<file path="config.mk">
export PLATFORM = sky130hd
export DESIGN_NAME = wbrouter_nx
export DESIGN_NICKNAME = d
export VERILOG_FILES = /design/src/rtl/wb_pkg.sv /design/src/rtl/wbrouter_decode.sv /design/src/rtl/wbrouter_nx.sv
export SDC_FILE = /design/constraint.sdc
export NUM_CORES = 1
export LEC_CHECK = 0
export ABC_CLOCK_PERIOD_IN_PS = 2400
export CAP_MARGIN = 5
export CORE_AREA = 2 2 352 354
export DETAILED_ROUTE_END_ITERATION = 16
export DIE_AREA = 0 0 354 356
export REMOVE_ABC_BUFFERS = 1
export SETUP_SLACK_MARGIN = 0.15
export SKIP_CTS_REPAIR_TIMING = 1
export SYNTH_ARGS = -nofsm -noshare
export SYNTH_HDL_FRONTEND = slang
export SYNTH_HIERARCHICAL = 1
export SYNTH_SLANG_ARGS = --single-unit
</file>
<file path="constraint.sdc">
create_clock -name clk -period 2.4 [get_ports clk]
set_input_delay 0.72 -clock clk [delete_from_list [all_inputs] [get_ports clk]]
set_output_delay 0.72 -clock clk [all_outputs]
set_load 0.05 [all_outputs]
</file>
<file path="src/rtl/wb_pkg.sv">
// Shared router types: FSM state encoding
// and index-width helper.
package wb_pkg;

  typedef enum logic [1:0] {
    S_IDLE = 2'd0,
    S_BUSY = 2'd1,
    S_RESP = 2'd2,
    S_ERR  = 2'd3
  } wb_state_e;

  function automatic int idx_width(input int n);
    return (n > 1) ? $clog2(n) : 1;
  endfunction

endpackage

</file>
<file path="src/rtl/wbrouter_decode.sv">
// Address-tag decoder: lowest-index device
// whose match value equals the tag wins.
module wbrouter_decode
  import wb_pkg::*;
#(
  parameter int NS       = 8,
  parameter int MUXWIDTH = 4,
  parameter logic [NS*MUXWIDTH-1:0] SLAVE_MUX = 32'h7654_3210,
  parameter int IW       = idx_width(NS)
) (
  input  logic [MUXWIDTH-1:0] addr_tag,
  output logic                hit,
  output logic [IW-1:0]       idx
);

  // scan high to low so the lowest match is the last one written
  always_comb begin
    hit = 1'b0;
    idx = '0;
    for (int i = NS - 1; i >= 0; i--) begin
      if (addr_tag == SLAVE_MUX[i*MUXWIDTH +: MUXWIDTH]) begin
        hit = 1'b1;
        idx = IW'(i);
      end
    end
  end

endmodule

</file>
<file path="src/rtl/wbrouter_nx.sv">
// Classic Wishbone 1-to-NS router, one
// transaction outstanding, with timeout.
module wbrouter_nx
  import wb_pkg::*;
#(
  parameter int HAW      = 32,
  parameter int DAW      = 28,
  parameter int DW       = 32,
  parameter int NS       = 8,
  parameter int MUXWIDTH = 4,
  parameter logic [NS*MUXWIDTH-1:0] SLAVE_MUX = 32'h7654_3210,
  parameter int TIMEOUT  = 255
) (
  input  logic             clk,
  input  logic             rst,
  input  logic             wb_host_cyc,
  input  logic             wb_host_stb,
  input  logic             wb_host_we,
  input  logic [HAW-1:0]   wb_host_addr,
  input  logic [DW-1:0]    wb_host_wdata,
  input  logic [DW/8-1:0]  wb_host_sel,
  output logic             wb_host_ack,
  output logic             wb_host_err,
  output logic [DW-1:0]    wb_host_rdata,
  output logic [NS-1:0]    wb_dev_cyc,
  output logic [NS-1:0]    wb_dev_stb,
  output logic [NS-1:0]    wb_dev_we,
  output logic [NS*DAW-1:0] wb_dev_addr,
  output logic [NS*DW-1:0]  wb_dev_wdata,
  output logic [NS*DW/8-1:0] wb_dev_sel,
  input  logic [NS-1:0]    wb_dev_ack,
  input  logic [NS-1:0]    wb_dev_err,
  input  logic [NS*DW-1:0] wb_dev_rdata
);

  localparam int SW = DW / 8;
  localparam int IW = idx_width(NS);
  localparam int TW = idx_width(TIMEOUT + 1);

  wb_state_e      state_q, state_d;
  logic           dec_hit;
  logic [IW-1:0]  dec_idx;
  logic           hit_q;
  logic [IW-1:0]  idx_q;
  logic [DAW-1:0] addr_q;
  logic           we_q;
  logic [DW-1:0]  wdata_q;
  logic [SW-1:0]  sel_q;
  logic [TW-1:0]  cnt_q;
  logic           ack_q;
  logic           err_q;
  logic [DW-1:0]  rdata_q;
  logic [NS-1:0]  dev_on;
  logic           req;
  logic           d_ack;
  logic           d_err;
  logic           tmo;
  logic           unused_addr;

  wbrouter_decode #(
    .NS       (NS),
    .MUXWIDTH (MUXWIDTH),
    .SLAVE_MUX(SLAVE_MUX),
    .IW       (IW)
  ) u_decode (
    .addr_tag(wb_host_addr[HAW-1 -: MUXWIDTH]),
    .hit     (dec_hit),
    .idx     (dec_idx)
  );

  assign unused_addr = ^wb_host_addr;
  assign req   = wb_host_cyc & wb_host_stb;
  assign d_ack = wb_dev_ack[idx_q];
  assign d_err = wb_dev_err[idx_q];
  assign tmo   = (TIMEOUT != 0) &&
                 (cnt_q == TW'(TIMEOUT - 1));

  // state register
  always_ff @(posedge clk or negedge rst) begin
    if (!rst) state_q <= S_IDLE;
    else      state_q <= state_d;
  end

  // next state: a miss still spends one BUSY cycle with no device
  // strobed so that host err lands two cycles after the request
  always_comb begin
    state_d = state_q;
    unique case (state_q)
      S_IDLE: if (req) state_d = S_BUSY;
      S_BUSY: begin
        if (!wb_host_cyc)       state_d = S_IDLE;
        else if (!hit_q)        state_d = S_ERR;
        else if (d_ack | d_err) state_d = S_RESP;
        else if (tmo)           state_d = S_ERR;
      end
      S_RESP:  state_d = S_IDLE;
      S_ERR:   state_d = S_IDLE;
      default: state_d = S_IDLE;
    endcase
  end

  // request capture, timeout count and registered host response
  always_ff @(posedge clk or negedge rst) begin
    if (!rst) begin
      hit_q   <= 1'b0;
      idx_q   <= '0;
      addr_q  <= '0;
      we_q    <= 1'b0;
      wdata_q <= '0;
      sel_q   <= '0;
      cnt_q   <= '0;
      ack_q   <= 1'b0;
      err_q   <= 1'b0;
      rdata_q <= '0;
    end else begin
      ack_q   <= 1'b0;
      err_q   <= 1'b0;
      rdata_q <= '0;
      if (state_q == S_IDLE && req) begin
        hit_q   <= dec_hit;
        idx_q   <= dec_idx;
        addr_q  <= wb_host_addr[DAW-1:0];
        we_q    <= wb_host_we;
        wdata_q <= wb_host_wdata;
        sel_q   <= wb_host_sel;
        cnt_q   <= '0;
      end
      if (state_q == S_BUSY) begin
        if (TIMEOUT != 0) cnt_q <= cnt_q + TW'(1);
        if (state_d == S_RESP) begin
          ack_q   <= ~d_err;
          err_q   <= d_err;
          rdata_q <= wb_dev_rdata[int'(idx_q)*DW +: DW];
        end
        if (state_d == S_ERR) err_q <= 1'b1;
      end
    end
  end

  // one-hot device strobe while a hit transaction is in flight
  always_comb begin
    dev_on = '0;
    for (int i = 0; i < NS; i++) begin
      dev_on[i] = (state_q == S_BUSY) && hit_q &&
                  (idx_q == IW'(i));
    end
  end

  assign wb_dev_cyc    = dev_on;
  assign wb_dev_stb    = dev_on;
  assign wb_dev_we     = dev_on & {NS{we_q}};
  assign wb_dev_addr   = {NS{addr_q}};
  assign wb_dev_wdata  = {NS{wdata_q}};
  assign wb_dev_sel    = {NS{sel_q}};
  assign wb_host_ack   = ack_q;
  assign wb_host_err   = err_q;
  assign wb_host_rdata = rdata_q;

endmodule

</file>
==> results.txt, run 1 <==
Critical path class: flop to output pin
Max Clock Freq: 0.382 GHz
Worst-Skew Late Latency: 480 ps
Hold WS: 125 ps
Final hold violations: 0
RSZ-0062 raised after global routing: yes
I/O pin total: 915
Final Skew: 19.4 ps
Antenna-violating nets left: 0
Grt total ovfl: 0
Final Critical Period: 2620 ps
Predominant post-synthesis flop cell: dfrtp_1
Routed len/inst: 19.3 um
Via density: 2.76
Port Buffers: 914
First-pass GRT wire length: 76200 um
Pre-Repair DR Iteration Count: 4
Final Wtd Congestion: 0.767
Warning count from the yosys run: 6
Fin crit share: 109%
Pwr per Cell Area: 1280 nW/um2
Syn Inst Count: 1028
Core Area: 123000 um2
Synth unique cells: 31
CTS H-tree lvls: 4
Status: complete, but fails checks
Lkg Pwr: 8.47 nW
Fin worst setup slack: -217 ps
Final setup vio count: 24
DRC: 0
R2R Path Start: idx_q[0]$_DFFE_PN0P_
Finished Layout Cells: 3207
Final Net Count: 1897
Failing checks: negative setup slack
Total vias in the final route: 8861
Slew headroom: 54.4%
Filler cells: 13700
Max-cap viol count: 0
Sequential fraction of the synthesis area: 29.2%
Num rows: 129
Worst-margin pin slew: 685 ps
DR iter-0 viols: 268
Vias in the first global route: 8429
Hold/Removal Path Class: primary input to async pin
FF-to-FF End: wb_host_rdata[3]$_DFF_PN0_
GRT Util Overall: 9.16%
Area growth, synth to finish: 96.1%
Clk slew on worst S/H paths: 60 ps
Die H: 356 um
Biggest area consumer among synthesized cells: buf_4
Total chip power: 24.2 mW
Inst Count DP: 3156
Peak supply drop: 1.21 mV
Die area: 126000 um2
Most frequent cell after synthesis: buf_4
Die Wd: 354 um
Initial antenna violation count: 33
Ranking of synthesized cells by area: buf_4, dfrtp_1, mux4_2
CTS tree: done
Worst Path Arrival: 1900 ps
HPWL Detailed: 52700 um
Critical Path Source Type: flop
Area fraction of the dominant cell type after synthesis: 35.4%
Max-slew violation count: 0
Num CTS Buffers: 17
Post-synth EDFFs: 0
CP Data Required Time: 1680 ps
Share of cells above drive strength 1: 48.6%
Final wirelength: 61800 um
Num Clock Sinks: 113
Storage cell area: 2850 um2
Mapped Area: 9670 um2
Crit end category: output pin
Initial core utilization: 7.89%
Synth cell count leaders: buf_4, nand2_1, dfrtp_1
R2R Setup Slk: 170 ps
Reg2Reg Depth: 7
Multi-input gate area: 3290 um2
Largest net degree at the start of global routing: 57
Post-synth ARST share: 100%
Syn avg cell area: 9.41 um2
CTS Buffer Depth: 2
Finished Core Util: 15.5%
CTS root buffer: clkbuf_16
Max FO, Critical Path: 5
Synthesized flop and latch total: 113
final cells by class:
| cell class | count | share of cell area, % |
|---|---|---|
| Inverter | 3 | 0.0594 |
| Antenna cell | 8 | 0.106 |
| Timing Repair Buffer | 1002 | 53.9 |
| Clock inverter | 9 | 0.323 |
| Multi-Input combinational cell | 413 | 17.3 |
| Sequential cell | 113 | 15.0 |
| Tap cell | 1637 | 10.8 |
| Clock buffer | 22 | 2.50 |
placed cells by master (no fill, tap or decap), drive strengths merged, types with 6 or more instances in the layout:
cell type,synthesis,routed
diode,0,8
clkdlybuf4s50,0,343
dfrtp,113,113
nor3,7,7
mux4,68,68
dlymetal6s2s,0,22
nand3,6,6
nor2,46,46
clkbuf,27,67
o21ai,7,7
mux2i,37,37
nand2,215,215
buf,472,592
state kept, by name, summed over array words and instances, names as in the netlist:
register,cells
we_q,1
wdata_q,32
addr_q,28
state_q,2
hit_q,1
idx_q,3
cnt_q,8
wb_host_rdata,32
wb_host_ack,1
wb_host_err,1
sel_q,4
worst max path at each step:
stage	from	to	slack [ps]	depth (start not counted)
final	state_q[1]$_DFF_PN0_	wb_dev_cyc[0]	-220	6
after global routing	state_q[1]$_DFF_PN0_	wb_dev_cyc[0]	-280	6
after CTS	state_q[0]$_DFF_PN0_	wb_dev_we[4]	-440	5
after detailed placement	wb_dev_err[7]	wb_host_rdata[22]$_DFF_PN0_	-270	6
after global placement	wb_dev_err[7]	wb_host_rdata[28]$_DFF_PN0_	-270	6
after floorplan	wb_host_cyc	cnt_q[4]$_DFFE_PN0P_	-3900	4
critical path, cell delays in order (launching register included):
cell      delay (ps)
dfrtp_1          410
nor2b_2          170
buf_6            140
nand3b_1         170
nor3_2           190
buf_4            170
buf_12           150
per-stage QoR:
step | TNS (ps) | setup WS [ps] | cell area [um2]
after CTS | -20350 | -437 | 18900
after global routing | -5260 | -279 | 19000
after detailed placement | -8510 | -267 | 18300
after floorplan | -898900 | -3900 | 6040
final | -3060 | -217 | 19000
after global placement | -8440 | -267 | 18300
report_power, final:
group	switching (mW)	internal [mW]	leakage [nW]
logic	12.2	6.16	6.77
clock network	1.09	1.38	0.250
registers	1.13	2.30	1.45
kinds of logic (layout without fill, tap and decap cells):
family                     after synthesis  in the layout  share of synthesized area [%]
and+or+nand+nor                        291            291                           12.0
AOI/OAI and AO/OA                       13             13                          0.905
DFF                                    113            113                           29.2
buffers and inverters                  502           1036                           37.6
adders and majority gates                2              2                          0.259
muxes                                  107            107                           19.9
other                                    0              8                              0
metal layers:
metal,global-route usage [%],wire length [um],vias up
li1,-,-,3952
met1,10.5,24300,4253
met2,15.9,31700,546
met3,3.03,4120,90
met4,3.25,1450,20
met5,0,137,-
Power figures use the tool's default switching activity.
==> run 2, diff against run 1 <==
--- a/config.mk
+++ b/config.mk
@@ -13,6 +13,7 @@
 export REMOVE_ABC_BUFFERS = 1
 export SETUP_SLACK_MARGIN = 0.15
 export SKIP_CTS_REPAIR_TIMING = 1
+export SLEW_MARGIN = 20
 export SYNTH_ARGS = -nofsm -noshare
 export SYNTH_HDL_FRONTEND = slang
 export SYNTH_HIERARCHICAL = 1
==> results of run 2 <==
Final layout, timing and power as in run 1 (identical DEF).
